File: src/rtl/hole_fill.sv
// hole_fill: scanline hole filler in front of the median filter.
// Each invalid-disparity pixel is replaced by the last valid disparity to its
// left on the same row, for at most MAX_RUN consecutive holes.
// Two-stage pipeline: S1 tags the pixel (col 0, row end, hole), S2 applies the fill rule.
// Optional: define HOLE_FILL_STAT_EN to enable the per-frame hole counter on hole_cnt.
module hole_fill #(
    parameter int unsigned   DW      = 9,
    parameter int unsigned   WW      = 11,
    parameter logic [DW-1:0] INVALID = {DW{1'b1}},
    parameter int unsigned   MAX_RUN = 16
) (
    input  logic          clk,
    input  logic          rst,
    input  logic          clken,
    input  logic          enable,
    input  logic [WW-1:0] width,
    input  logic          valid_in,
    input  logic [DW-1:0] disp_in,
    output logic [DW-1:0] disp_hole,
    output logic          valid_final_hole,
    output logic          row_end,
    output logic [19:0]   hole_cnt
);

    localparam logic [7:0]    MaxRun8 = 8'(MAX_RUN);
    localparam logic [WW-1:0] OneW    = WW'(1);

    // Column tracking
    logic          accept;
    logic [WW-1:0] col_q, col_d;
    logic [WW-1:0] row_w_q, row_w_d;
    logic [WW-1:0] col_cur;
    logic [WW-1:0] row_w;
    logic [WW-1:0] last_col;
    logic          at_col0;
    logic          is_row_end;

    // S1 registers
    logic          s1_valid;
    logic [DW-1:0] s1_disp;
    logic          s1_col0;
    logic          s1_row_end;
    logic          s1_hole;

    // Fill state (owned by S2)
    logic [DW-1:0] last_q, last_d;
    logic          have_q, have_d;
    logic [7:0]    run_q, run_d;
    logic          have_eff;
    logic [7:0]    run_eff;
    logic          fill_ok;
    logic [DW-1:0] out_d;

    assign accept  = clken & valid_in;
    // enable restarts the frame, so a pixel arriving with it is column 0
    assign col_cur = enable ? '0 : col_q;
    assign at_col0 = (col_cur == '0);
    // Row length is taken from the port at each row start and held for the row
    assign row_w    = at_col0 ? width : row_w_q;
    // width 0 behaves like width 1: every pixel is both col 0 and row end
    assign last_col   = (row_w == '0) ? '0 : row_w - OneW;
    assign is_row_end = (col_cur == last_col);

    // Next column count and latched row length
    always_comb begin
        col_d   = col_q;
        row_w_d = row_w_q;
        if (enable) begin
            col_d = '0;
        end
        if (accept) begin
            row_w_d = row_w;
            col_d   = is_row_end ? '0 : col_cur + OneW;
        end
    end

    // Column counter state
    always_ff @(posedge clk or negedge rst) begin
        if (!rst) begin
            col_q   <= '0;
            row_w_q <= '0;
        end else begin
            col_q   <= col_d;
            row_w_q <= row_w_d;
        end
    end

    // S1: capture the accepted pixel and its tags
    always_ff @(posedge clk or negedge rst) begin
        if (!rst) begin
            s1_valid   <= 1'b0;
            s1_disp    <= '0;
            s1_col0    <= 1'b0;
            s1_row_end <= 1'b0;
            s1_hole    <= 1'b0;
        end else if (enable || clken) begin
            s1_valid <= accept;
            if (accept) begin
                s1_disp    <= disp_in;
                s1_col0    <= at_col0;
                s1_row_end <= is_row_end;
                s1_hole    <= (disp_in == INVALID);
            end
        end
    end

    // Row start hides any fill state left over from the previous row
    assign have_eff = s1_col0 ? 1'b0 : have_q;
    assign run_eff  = s1_col0 ? 8'd0 : run_q;
    assign fill_ok  = have_eff && (run_eff < MaxRun8);

    // S2 fill rule: next output and next fill state
    always_comb begin
        out_d  = disp_hole;
        last_d = last_q;
        have_d = have_q;
        run_d  = run_q;
        if (s1_valid) begin
            have_d = have_eff;
            run_d  = run_eff;
            if (!s1_hole) begin
                out_d  = s1_disp;
                last_d = s1_disp;
                have_d = 1'b1;
                run_d  = 8'd0;
            end else if (fill_ok) begin
                out_d = last_q;
                run_d = run_eff + 8'd1;
            end else begin
                // Unfillable hole; run stays where it is (saturated or zero)
                out_d = '0;
            end
        end
    end

    // S2 registers: outputs and fill state; enable flushes in-flight pixels
    always_ff @(posedge clk or negedge rst) begin
        if (!rst) begin
            valid_final_hole <= 1'b0;
            row_end          <= 1'b0;
            disp_hole        <= '0;
            last_q           <= '0;
            have_q           <= 1'b0;
            run_q            <= 8'd0;
        end else if (enable) begin
            valid_final_hole <= 1'b0;
            row_end          <= 1'b0;
            disp_hole        <= '0;
            last_q           <= '0;
            have_q           <= 1'b0;
            run_q            <= 8'd0;
        end else if (clken) begin
            valid_final_hole <= s1_valid;
            row_end          <= s1_valid & s1_row_end;
            disp_hole        <= out_d;
            last_q           <= last_d;
            have_q           <= have_d;
            run_q            <= run_d;
        end
    end

`ifdef HOLE_FILL_STAT_EN
    logic [19:0] hole_cnt_q;

    // Saturating per-frame hole counter, counted as holes pass through S2
    always_ff @(posedge clk or negedge rst) begin
        if (!rst) begin
            hole_cnt_q <= '0;
        end else if (enable) begin
            hole_cnt_q <= '0;
        end else if (clken && s1_valid && s1_hole && (hole_cnt_q != '1)) begin
            hole_cnt_q <= hole_cnt_q + 20'd1;
        end
    end

    assign hole_cnt = hole_cnt_q;
`else
    assign hole_cnt = '0;
`endif

endmodule

File: config.mk
export PLATFORM = sky130hd
export DESIGN_NAME = hole_fill
export DESIGN_NICKNAME = d
export VERILOG_FILES = /design/src/rtl/hole_fill.sv
export SDC_FILE = /design/constraint.sdc
export NUM_CORES = 1
export LEC_CHECK = 0
export CAP_MARGIN = 20
export CELL_PAD_IN_SITES_DETAIL_PLACEMENT = 0
export CELL_PAD_IN_SITES_GLOBAL_PLACEMENT = 1
export CORE_UTILIZATION = 45
export DETAILED_ROUTE_END_ITERATION = 16
export GPL_TIMING_DRIVEN = 0
export PLACE_DENSITY = 0.92
export REMOVE_ABC_BUFFERS = 1
export SYNTH_ARGS = -nofsm -noshare
export SYNTH_HDL_FRONTEND = slang
export SYNTH_SLANG_ARGS = --single-unit
export TNS_END_PERCENT = 5
File: constraint.sdc
create_clock -name clk -period 9.5 [get_ports clk]
set_input_delay 1.9 -clock clk [delete_from_list [all_inputs] [get_ports clk]]
set_output_delay 1.9 -clock clk [all_outputs]
set_load 0.01 [all_outputs]
After elaboration in Yosys (flattened, before gate mapping)
Cells that the tools add are included.

word-level totals
  input port bits = 25
  output and inout port bits = 31
  logic and storage cells = 60
  flip-flop bits (word level) = 64

cells by class
  multiplexer cells = 29
  eq/ne operators = 3
  bitwise operators = 2
  $add $sub $neg = 3
  reduce and logical (&&, ||, !) cells = 9
  order comparisons = 1

operators by type and width
  cell                                                                   number
  9-bit two-way mux                                                      9
  11-bit two-way mux                                                     5
  8-bit two-way mux                                                      6
  11-bit logical NOT                                                     2
  11-bit by 1-bit adder with 11-bit output (second input constant)       1
  11-bit == test                                                         1
  11-bit by 1-bit subtractor with 11-bit output (second input constant)  1
  9-bit == test (second input constant)                                  1
  1-bit two-way mux                                                      9
  8-bit by 1-bit adder with 8-bit output (second input constant)         1
  8-bit by 5-bit < comparator with 1-bit output (second input constant)  1
  2-bit AND reduction                                                    2
  2-bit nonzero test                                                     2
  3-bit AND reduction                                                    1
  1-bit AND                                                              2
  2-bit inequality test (second input constant)                          1
  1-bit logical AND                                                      1
  1-bit logical OR                                                       1

Depth between registers and ports, before layout
Gate-level depths: netlist of the first run.

  depth after elaboration = 8
  mapped depth = 20
  depth with buffers taken out = 16

Worst setup path after synthesis of the first run
OpenSTA, ideal clock, no wires.

  kind = input to register
  start = input port enable
  end = register col_q[10]
  library setup time = 136 ps
  slack = 3,527 ps
  data required time = 9,364 ps
  cell stages on the path = 19
  arrival = 5,837 ps
  path buffers = 3
  cells stage by stage = buf_2 clkinv_1 nand2_1 ha_1 nand2_1 clkbuf_1 nor2_1 mux2i_1 ha_1 nor4b_1 and3_1 a21boi_0 a21o_1 a32oi_1 a211o_1 nor4_1 and2_1 buf_6 nor3_1

on the way
  longest elaborated chain between the ends = 8
  elaborated cells between the ends (all ways) = 10
  classes of those cells = add/sub: 2; eq/ne: 1; mux: 5; reduce/logical: 2

ends and longest elaborated chain
  item                                                                                        RTL line  source
  start, declared                                                                             15        input logic enable,
  11-bit two-way mux *                                                                        n/a
  11-bit logical NOT                                                                          57        assign at_col0 = (col_cur == '0);
  11-bit two-way mux                                                                          59        assign row_w = at_col0 ? width : row_w_q;
  11-bit by 1-bit subtractor with 11-bit output / 11-bit logical NOT (equally long branches)  61        assign last_col = (row_w == '0) ? '0 : row_w - OneW;
  11-bit two-way mux                                                                          61
  11-bit == test                                                                              62        assign is_row_end = (col_cur == last_col);
  11-bit two-way mux                                                                          73        col_d = is_row_end ? '0 : col_cur + OneW;
  11-bit two-way mux *                                                                        71        if (accept) begin
  named net col_d[10]                                                                         30        logic [WW-1:0] col_q, col_d;
  end signal, assigned                                                                        83        col_q <= col_d;
  end, declared                                                                               30

The timed path passes the listed nets; every way through them passes the cells marked *.
A chain may end at the register's enable or synchronous reset.

Final worst setup path of the first run
  start = input port enable
  end = register col_q[7]

The elaborated chain is that of the path after synthesis.

==> results of run 1 <==
==> logic make-up (layout without fill, tap and decap cells) <==
| family | after synthesis | after routing | synth area share, % |
|---|---|---|---|
| AOI/OAI and AO/OA | 94 | 94 | 16.7 |
| xor gates and xnor gates | 15 | 15 | 3.29 |
| adders and majority gates | 4 | 4 | 1.25 |
| buffers and inverters | 57 | 71 | 7.93 |
| DFF | 64 | 64 | 40.1 |
| muxes | 25 | 25 | 6.96 |
| other | 1 | 20 | 0.0940 |
| and+or+nand+nor | 175 | 175 | 23.7 |
==> sequential cells by signal, indices dropped and copies added, names as in the netlist <==
name / cells
col_q: 11
disp_hole: 9
have_q: 1
last_q: 9
row_end: 1
row_w_q: 11
run_q: 8
s1_col0: 1
s1_disp: 9
s1_hole: 1
s1_row_end: 1
s1_valid: 1
valid_final_hole: 1
==> power by group <==
part / total (mW) / switching (mW) / leakage, nW / internal, mW
combinational: 0.141 / 0.0767 / 0.985 / 0.0647
sequential: 0.319 / 0.0243 / 0.839 / 0.295
clock: 0.272 / 0.117 / 0.113 / 0.156
total: 0.733 / 0.218 / 1.94 / 0.515
==> worst min-delay path by stage <==
stage / to / depth (start not counted)
6_report: s1_row_end / 1
3_3_place_gp: run_q[5] / 1
2_1_floorplan: run_q[4] / 2
3_5_place_dp: run_q[7] / 1
5_1_grt: run_q[7] / 1
4_1_cts: run_q[7] / 1
==> routing by layer <==
| metal | wire length [microns] | GRT usage, % |
|---|---|---|
| met1 | 4500 | 32.6 |
| met2 | 4510 | 34.3 |
| met3 | 590 | 3.87 |
| met4 | 147 | 8.83 |
| met5 | 0 | 0 |
==> cells in the mapped netlist, drive strengths merged, types with 2 or more instances <==
cell type  count
a211o          2
a211oi         6
a21o           6
a21oi         18
a222oi         9
a22oi          3
and2           8
and3           2
and4           2
buf           29
clkbuf        11
dfrtp         64
ha             4
inv           16
mux2          22
mux2i          3
nand2         47
nand2b         6
nand3         13
nand4         11
nand4b         3
nor2          26
nor2b         16
nor3          13
nor3b          6
nor4           7
o211ai         3
o21ai         21
o21bai         2
o221ai         3
o22ai          2
o31ai          7
or2            2
or3            3
or4            5
or4b           3
xnor2         10
xor2           5
==> cell type report <==
cell class                 count  area [sq um]  share of cell area [%]
timing repair buffer          38           390                    8.56
inverter                      17          63.8                    1.40
clock buffer                  10           138                    3.02
sequential                    64          1600                    35.1
multi-input combinational    333          2140                    47.0
tap                          105           131                    2.88
clock inverter                 6          90.1                    1.98
==> reports/results.tsv, run 1 <==
stage	metric	value	unit
detailed_routing	DRC	0	
logic_synthesis	Most used DFF post-synth	dfrtp_1	
timing	post-route minimum period	8340	ps
grt	GRT Total Usage	22.8	%
cells_and_area	Layout fillers	767	
worst_setup_path	crit-path max FO	25	
worst_setup_path	CP cell instances	clkdlybuf4s50_1 -> buf_16 -> clkinv_1 -> nand2_1 -> ha_1 -> nand2_1 -> nor2_1 -> mux2i_1 -> ha_1 -> nor4b_1 -> and3_1 -> a21boi_0 -> a21o_1 -> a32oi_1 -> a211o_1 -> nor4_1 -> and2_1 -> nor2b_1	
detailed_routing	drt pass-1 iters	8	
detailed_routing	Post-Route WL	9750	microns
timing	Period Utilization, post-route	87.8	%
worst_setup_path	CP Launch Type	input pin	
worst_setup_path	CP top delay family	simple AND/OR/NAND/NOR gates	
worst_setup_path	Max stage delay on crit path	860	ps
cts	CTS max path bufs	2	
cts	number of buffers created by CTS	9	
logic_synthesis	area share of the largest cell type after synthesis	40.1	%
cts	Post-CTS Hold Buffers	0	
logic_synthesis	asr flop ratio synth	100	%
worst_setup_path	flop2flop setup slack	3830	ps
detailed_routing	DR WL/cell	17.0	microns
floorplanning	Chip Width	96.2	microns
pwr	total power	0.733	mW
worst_setup_path	worst reg2reg path endpoint	col_q[7]	
timing	Slew HR	42.7	%
worst_setup_path	R2R depth	15	
logic_synthesis	Ys Warns	0	
timing	clock skew	8.78	ps
floorplanning	Core Area	0.00838	sq mm
logic_synthesis	synthesized area per cell	9.18	sq um
logic_synthesis	Seq/Total Area, Yosys	40.1	%
placement	Placed Area	0.00432	sq mm
cts	CTS Root Cell	clkbuf_8	
timing	setup TNS	0	ps
grt	largest net degree at the start of global routing	65	
timing	Fin. Hold Viols	0	
worst_setup_path	WP data arrival	8570	ps
run	MaxCap Viol Count	0	
worst_setup_path	Req. time, crit path	9720	ps
cells_and_area	share of layout cells above drive strength 1	11.3	%
cells_and_area	Post-Layout Cell Count	573	
placement	Placer Congestion	0.921	
cells_and_area	Util after Layout	54.4	%
cts	CTS clock-pin slew for the worst setup and hold paths	80	ps
timing	f_max	120	MHz
logic_synthesis	Post-Synthesis Cells	435	
logic_synthesis	largest area contributor in the netlist	dfrtp_1	
cells_and_area	Area growth, synth to finish	14.2	%
timing	worst-margin pin slew	848	ps
worst_setup_path	reg-to-reg startpoint	col_q[0]	
logic_synthesis	number of synthesized flops with an enable pin	0	
worst_setup_path	Critical-path top delay cell	clkdlybuf4s50_1	
placement	dpl cells	556	
timing	WHS	484	ps
cells_and_area	Finished Cell Area	0.00456	sq mm
cells_and_area	most frequent cells in the layout	dfrtp_1 (64), nand2_1 (47), clkdlybuf4s50_1 (34)	
logic_synthesis	Yosys cell types	63	
timing	worst setup margin	1160	ps
grt	global route total overflow	0	
detailed_routing	Via density	5.96	
status	outcome	finished clean	
grt	first-pass GRT wire length	15900	microns
worst_setup_path	crit end category	flip-flop	
placement	dpl ws	981	ps
worst_setup_path	Setup CP Type	input pin to flip-flop	
grt	initial antenna violation count	0	
cts	Clock H-tree levels	3	
pwr	Max VDD drop	0.0834	mV
detailed_routing	DRT iter0 DRCs	220	
timing	RSZ-0062 raised after global routing	false	
placement	detailed placer's ending HPWL	6830	microns
logic_synthesis	synthesized area	0.00399	sq mm
placement	Buffers on Ports	35	
cts	Clock Latency Late Sink	350	ps
pwr	PD cells	161	mW/mm^2
logic_synthesis	Seq cells post-synth	64	
floorplanning	io pins	56	
detailed_routing	Vias	3414	
worst_setup_path	Buf+Inv Stages, Crit Path	3	
floorplanning	height of the die	96.2	microns
worst_setup_path	launch point of the worst path	enable	
timing	Setup violations, final	0	
grt	vias in the first global route	3150	
pwr	Lkg Pwr	1.94	nW
worst_setup_path	Worst Setup EP	col_q[7]	
cts	TritonCTS clock tree	built	
cts	CTS sink count	64	
worst_hold_path	min-delay src	s1_row_end	
floorplanning	row count	33	
worst_hold_path	worst hold path type	flip-flop to flip-flop	
worst_setup_path	CP Depth	18	
cts	post-CTS sizing	0	
cells_and_area	n_diodes	0	
cts	Post-CTS Repair Setup Buffers	0	
floorplanning	Initial Util	47.6	%
detailed_routing	DRT antenna net count	0	
cells_and_area	# nets final	492	
timing	fin. max-slew vios	0	
cells_and_area	most common library cell in the layout ignoring fill and taps	dfrtp_1	
logic_synthesis	synth top area cells	dfrtp_1 (40%), mux2_2 (6.2%), nand2_1 (4.4%)	
floorplanning	Die ar.	0.00925	sq mm
Power figures use the tool's default switching activity.
==> run 2, diff against run 1 <==
--- a/config.mk
+++ b/config.mk
@@ -5,10 +5,11 @@
 export SDC_FILE = /design/constraint.sdc
 export NUM_CORES = 1
 export LEC_CHECK = 0
+export ABC_AREA = 1
 export CAP_MARGIN = 20
 export CELL_PAD_IN_SITES_DETAIL_PLACEMENT = 0
 export CELL_PAD_IN_SITES_GLOBAL_PLACEMENT = 1
-export CORE_UTILIZATION = 45
+export CORE_UTILIZATION = 43
 export DETAILED_ROUTE_END_ITERATION = 16
 export GPL_TIMING_DRIVEN = 0
 export PLACE_DENSITY = 0.92
==> run 2 against run 1 <==
Synthesized area decreased by 2.6%. Synthesized cell count is 17% higher. Critical endpoint is now col_q[10]. Critical path depth grew 4. Largest power group unchanged. Power shrank 5.0%. Combinational power is 11% lower.
==> reports/results.tsv, run 2 <==
stage	metric	value	unit	change
timing	clock skew	6.57	ps	was 8.78 ps
detailed_routing	Vias	3216		was 3414
grt	GRT Total Usage	18.7	%	was 22.8%
worst_setup_path	WP data arrival	5940	ps	was 8570 ps
logic_synthesis	asr flop ratio synth	100	%	unchanged
placement	detailed placer's ending HPWL	5850	microns	was 6830 microns
worst_setup_path	crit-path max FO	17		was 25
grt	vias in the first global route	3046		was 3150
detailed_routing	Via density	4.92		was 5.96
cts	Post-CTS Repair Setup Buffers	0		unchanged
floorplanning	Initial Util	44.6	%	was 47.6%
worst_setup_path	Most Frequent Cell on Critical Path	nand2_1		
timing	Slew HR	47.1	%	was 42.7%
logic_synthesis	top-count cell post-synth	nand2_1		was dfrtp_1
cells_and_area	share of layout cells above drive strength 1	13.0	%	was 11.3%
cells_and_area	n_diodes	0		unchanged
floorplanning	Chip Width	97.1	microns	was 96.2 microns
detailed_routing	drt pass-1 iters	5		was 8
worst_setup_path	flop2flop setup slack	5880	ps	was 3830 ps
worst_setup_path	Buf+Inv Stages, Crit Path	3		unchanged
grt	first-pass GRT wire length	14200	microns	was 15900 microns
cells_and_area	Finished Cell Area	0.00443	sq mm	was 0.00456 sq mm
timing	setup TNS	0	ps	unchanged
worst_setup_path	CP Launch Type	input pin		unchanged
logic_synthesis	largest area contributor in the netlist	dfrtp_1		unchanged
timing	post-route minimum period	5700	ps	was 8340 ps
timing	Setup violations, final	0		unchanged
cts	CTS Root Cell	clkbuf_8		unchanged
cells_and_area	most common library cell in the layout ignoring fill and taps	nand2_1		was dfrtp_1
floorplanning	io pins	56		unchanged
placement	Buffers on Ports	35		unchanged
cts	Clock Latency Late Sink	340	ps	was 350 ps
cts	Post-CTS Hold Buffers	0		unchanged
run	MaxCap Viol Count	0		unchanged
cts	TritonCTS clock tree	built		unchanged
floorplanning	Core Area	0.00872	sq mm	was 0.00838 sq mm
timing	Fin. Hold Viols	0		unchanged
logic_synthesis	Seq/Total Area, Yosys	41.2	%	was 40.1%
cts	post-CTS sizing	0		unchanged
timing	Period Utilization, post-route	60.0	%	was 87.8%
logic_synthesis	Post-Synthesis Cells	510		was 435
pwr	Max VDD drop	0.0904	mV	was 0.0834 mV
cells_and_area	Area growth, synth to finish	14.0	%	was 14.2%
detailed_routing	highest metal used	met4		unchanged
detailed_routing	met2 routed WL	3860	microns	was 4510 microns
logic_synthesis	Most used DFF post-synth	dfrtp_1		unchanged
cts	Clock H-tree levels	3		unchanged
detailed_routing	DRT iter0 DRCs	148		was 220
logic_synthesis	area share of the largest cell type after synthesis	41.2	%	was 40.1%
worst_setup_path	Critical-path top delay cell	clkdlybuf4s50_1		unchanged
logic_synthesis	number of synthesized flops with an enable pin	0		unchanged
floorplanning	Die ar.	0.00942	sq mm	was 0.00925 sq mm
cells_and_area	Layout fillers	849		was 767
worst_setup_path	Req. time, crit path	9740	ps	was 9720 ps
detailed_routing	DRC	0		unchanged
worst_setup_path	CP cell instances	clkdlybuf4s50_1 -> inv_2 -> nand2_1 -> ha_1 -> nand3_2 -> nor2_2 -> nand3_1 -> nand2_2 -> ha_1 -> nand2_1 -> nor2_4 -> nand3_4 -> nand2_1 -> nand2_1 -> nand2_1 -> nand2_1 -> nor2_1 -> nand2_1 -> nor2_2 -> nand3_2 -> nand2_1 -> inv_1		was clkdlybuf4s50_1 -> buf_16 -> clkinv_1 -> nand2_1 -> ha_1 -> nand2_1 -> nor2_1 -> mux2i_1 -> ha_1 -> nor4b_1 -> and3_1 -> a21boi_0 -> a21o_1 -> a32oi_1 -> a211o_1 -> nor4_1 -> and2_1 -> nor2b_1
cells_and_area	# nets final	570		was 492
logic_synthesis	Ys Warns	0		unchanged
logic_synthesis	Post-synth top cells	nand2_1 (108), inv_1 (79), dfrtp_1 (64)		was dfrtp_1 (64), nand2_1 (47), nor2_1 (26)
detailed_routing	DRT antenna net count	0		unchanged
grt	largest net degree at the start of global routing	65		unchanged
placement	Placed Area	0.00420	sq mm	was 0.00432 sq mm
timing	f_max	175	MHz	was 120 MHz
logic_synthesis	synthesized area per cell	7.62	sq um	was 9.18 sq um
placement	Placer Congestion	0.841		was 0.921
detailed_routing	Post-Route WL	8160	microns	was 9750 microns
detailed_routing	routed wl met3	286	microns	was 590 microns
detailed_routing	WL met1	3920	microns	was 4500 microns
worst_setup_path	crit end category	flip-flop		unchanged
cts	number of buffers created by CTS	9		unchanged
grt	global route total overflow	0		unchanged
logic_synthesis	synth top area cells	dfrtp_1 (41%), nand2_1 (10%), inv_1 (7.6%)		was dfrtp_1 (40%), mux2_2 (6.2%), nand2_1 (4.4%)
logic_synthesis	Yosys cell types	33		was 63
worst_hold_path	worst hold path type	flip-flop to flip-flop		unchanged
worst_setup_path	Setup CP Type	input pin to flip-flop		unchanged
worst_setup_path	CP top delay family	simple AND/OR/NAND/NOR gates		unchanged
cells_and_area	Util after Layout	50.8	%	was 54.4%
cells_and_area	most frequent cells in the layout	nand2_1 (108), inv_1 (79), dfrtp_1 (64)		was dfrtp_1 (64), nand2_1 (47), clkdlybuf4s50_1 (34)
logic_synthesis	Seq cells post-synth	64		unchanged
pwr	Lkg Pwr	2.30	nW	was 1.94 nW
logic_synthesis	synthesized area	0.00389	sq mm	was 0.00399 sq mm
cts	CTS clock-pin slew for the worst setup and hold paths	70	ps	was 80 ps
worst_setup_path	Max stage delay on crit path	650	ps	was 860 ps
cts	CTS max path bufs	2		unchanged
floorplanning	height of the die	97.1	microns	was 96.2 microns
grt	initial antenna violation count	0		unchanged
timing	fin. max-slew vios	0		unchanged
timing	RSZ-0062 raised after global routing	false		unchanged
timing	worst-margin pin slew	793	ps	was 848 ps
floorplanning	row count	34		was 33
status	outcome	finished clean		unchanged
cells_and_area	Regs by FF count	col_q (11), row_w_q (11)		unchanged
pwr	PD cells	157	mW/mm^2	was 161 mW/mm^2
detailed_routing	DR WL/cell	12.5	microns	was 17.0 microns
cts	CTS sink count	64		unchanged
[run 2: cell count changes after synthesis, moves of 21 or more]
cell     change
o21ai_0     +37
nand2_1     +61
nand3_1     +24
nand2_2     +21
mux2_2      -22
inv_1       +63
[run 2: tightest hold or removal path, delay by kind of cell (launching register included)]
family / cells / cell delay [ps]
AO/OA/AOI/OAI: 1 / 60
AND/OR/NAND/NOR: 1 / 50
flip-flops: 1 / 340
[run 2: per-layer routing]
| metal | up-vias | global-route usage [%] |
|---|---|---|
| met1 | 1507 | 25.2 |
| li1 | 1638 | - |
| met3 | 6 | 3.74 |
| met4 | 0 | 6.20 |
| met2 | 65 | 30.0 |
| met5 | - | 0 |
[run 2: final timing paths]
check | from | to | depth (start not counted)
worst max-delay path | enable | col_q[10] | 22
worst min-delay path | row_w_q[6] | row_w_q[6] | 2
worst max register to register | col_q[1] | col_q[10] | 22
worst min register to register | row_w_q[6] | row_w_q[6] | 2
max in group asynchronous | rst | col_q[4] | 1
min in group asynchronous | rst | disp_hole[8] | 1
[run 2: area by class of cell]
cell class                      instances  area [sq um]  share of cell area (%)
Timing Repair Buffer                   36           355                    8.02
Clock inverter                          6          91.3                    2.06
Inverter                               90           338                    7.62
Tap cell                              108           135                    3.05
Clock buffer                           10           138                    3.11
Sequential cell                        64          1600                    36.1
Multi-Input combinational cell        340          1770                    40.0
[run 2: cell families (layout without fill, tap and decap cells)]
group | Yosys count | in the layout | share of synthesized area [%]
simple gates | 223 | 223 | 27.6
buf+inv | 125 | 142 | 15.0
compound gates | 79 | 79 | 11.7
flops | 64 | 64 | 41.2
xor+xnor | 14 | 14 | 3.16
fa+ha+maj | 4 | 4 | 1.29
other cells | 1 | 20 | 0.0965
[run 2: where the power goes]
group	switching (mW)	total, mW	internal (mW)	leakage [nW]
logic	0.0801	0.125	0.0454	1.33
registers	0.0104	0.302	0.292	0.853
clock network	0.112	0.268	0.156	0.117
total	0.202	0.696	0.494	2.30
[run 2: metrics by stage]
step / std cells / setup WS (ps) / power [mW] / hold WS, ps
2_1_floorplan: 494 / 4900 / 0.391 / 453
4_1_cts: 654 / 3860 / 0.701 / 493
3_3_place_gp: 637 / 3560 / 0.429 / 468
3_5_place_dp: 638 / 3530 / 0.433 / 474
5_1_grt: 654 / 3420 / 0.734 / 514
6_report: 654 / 3800 / 0.696 / 484
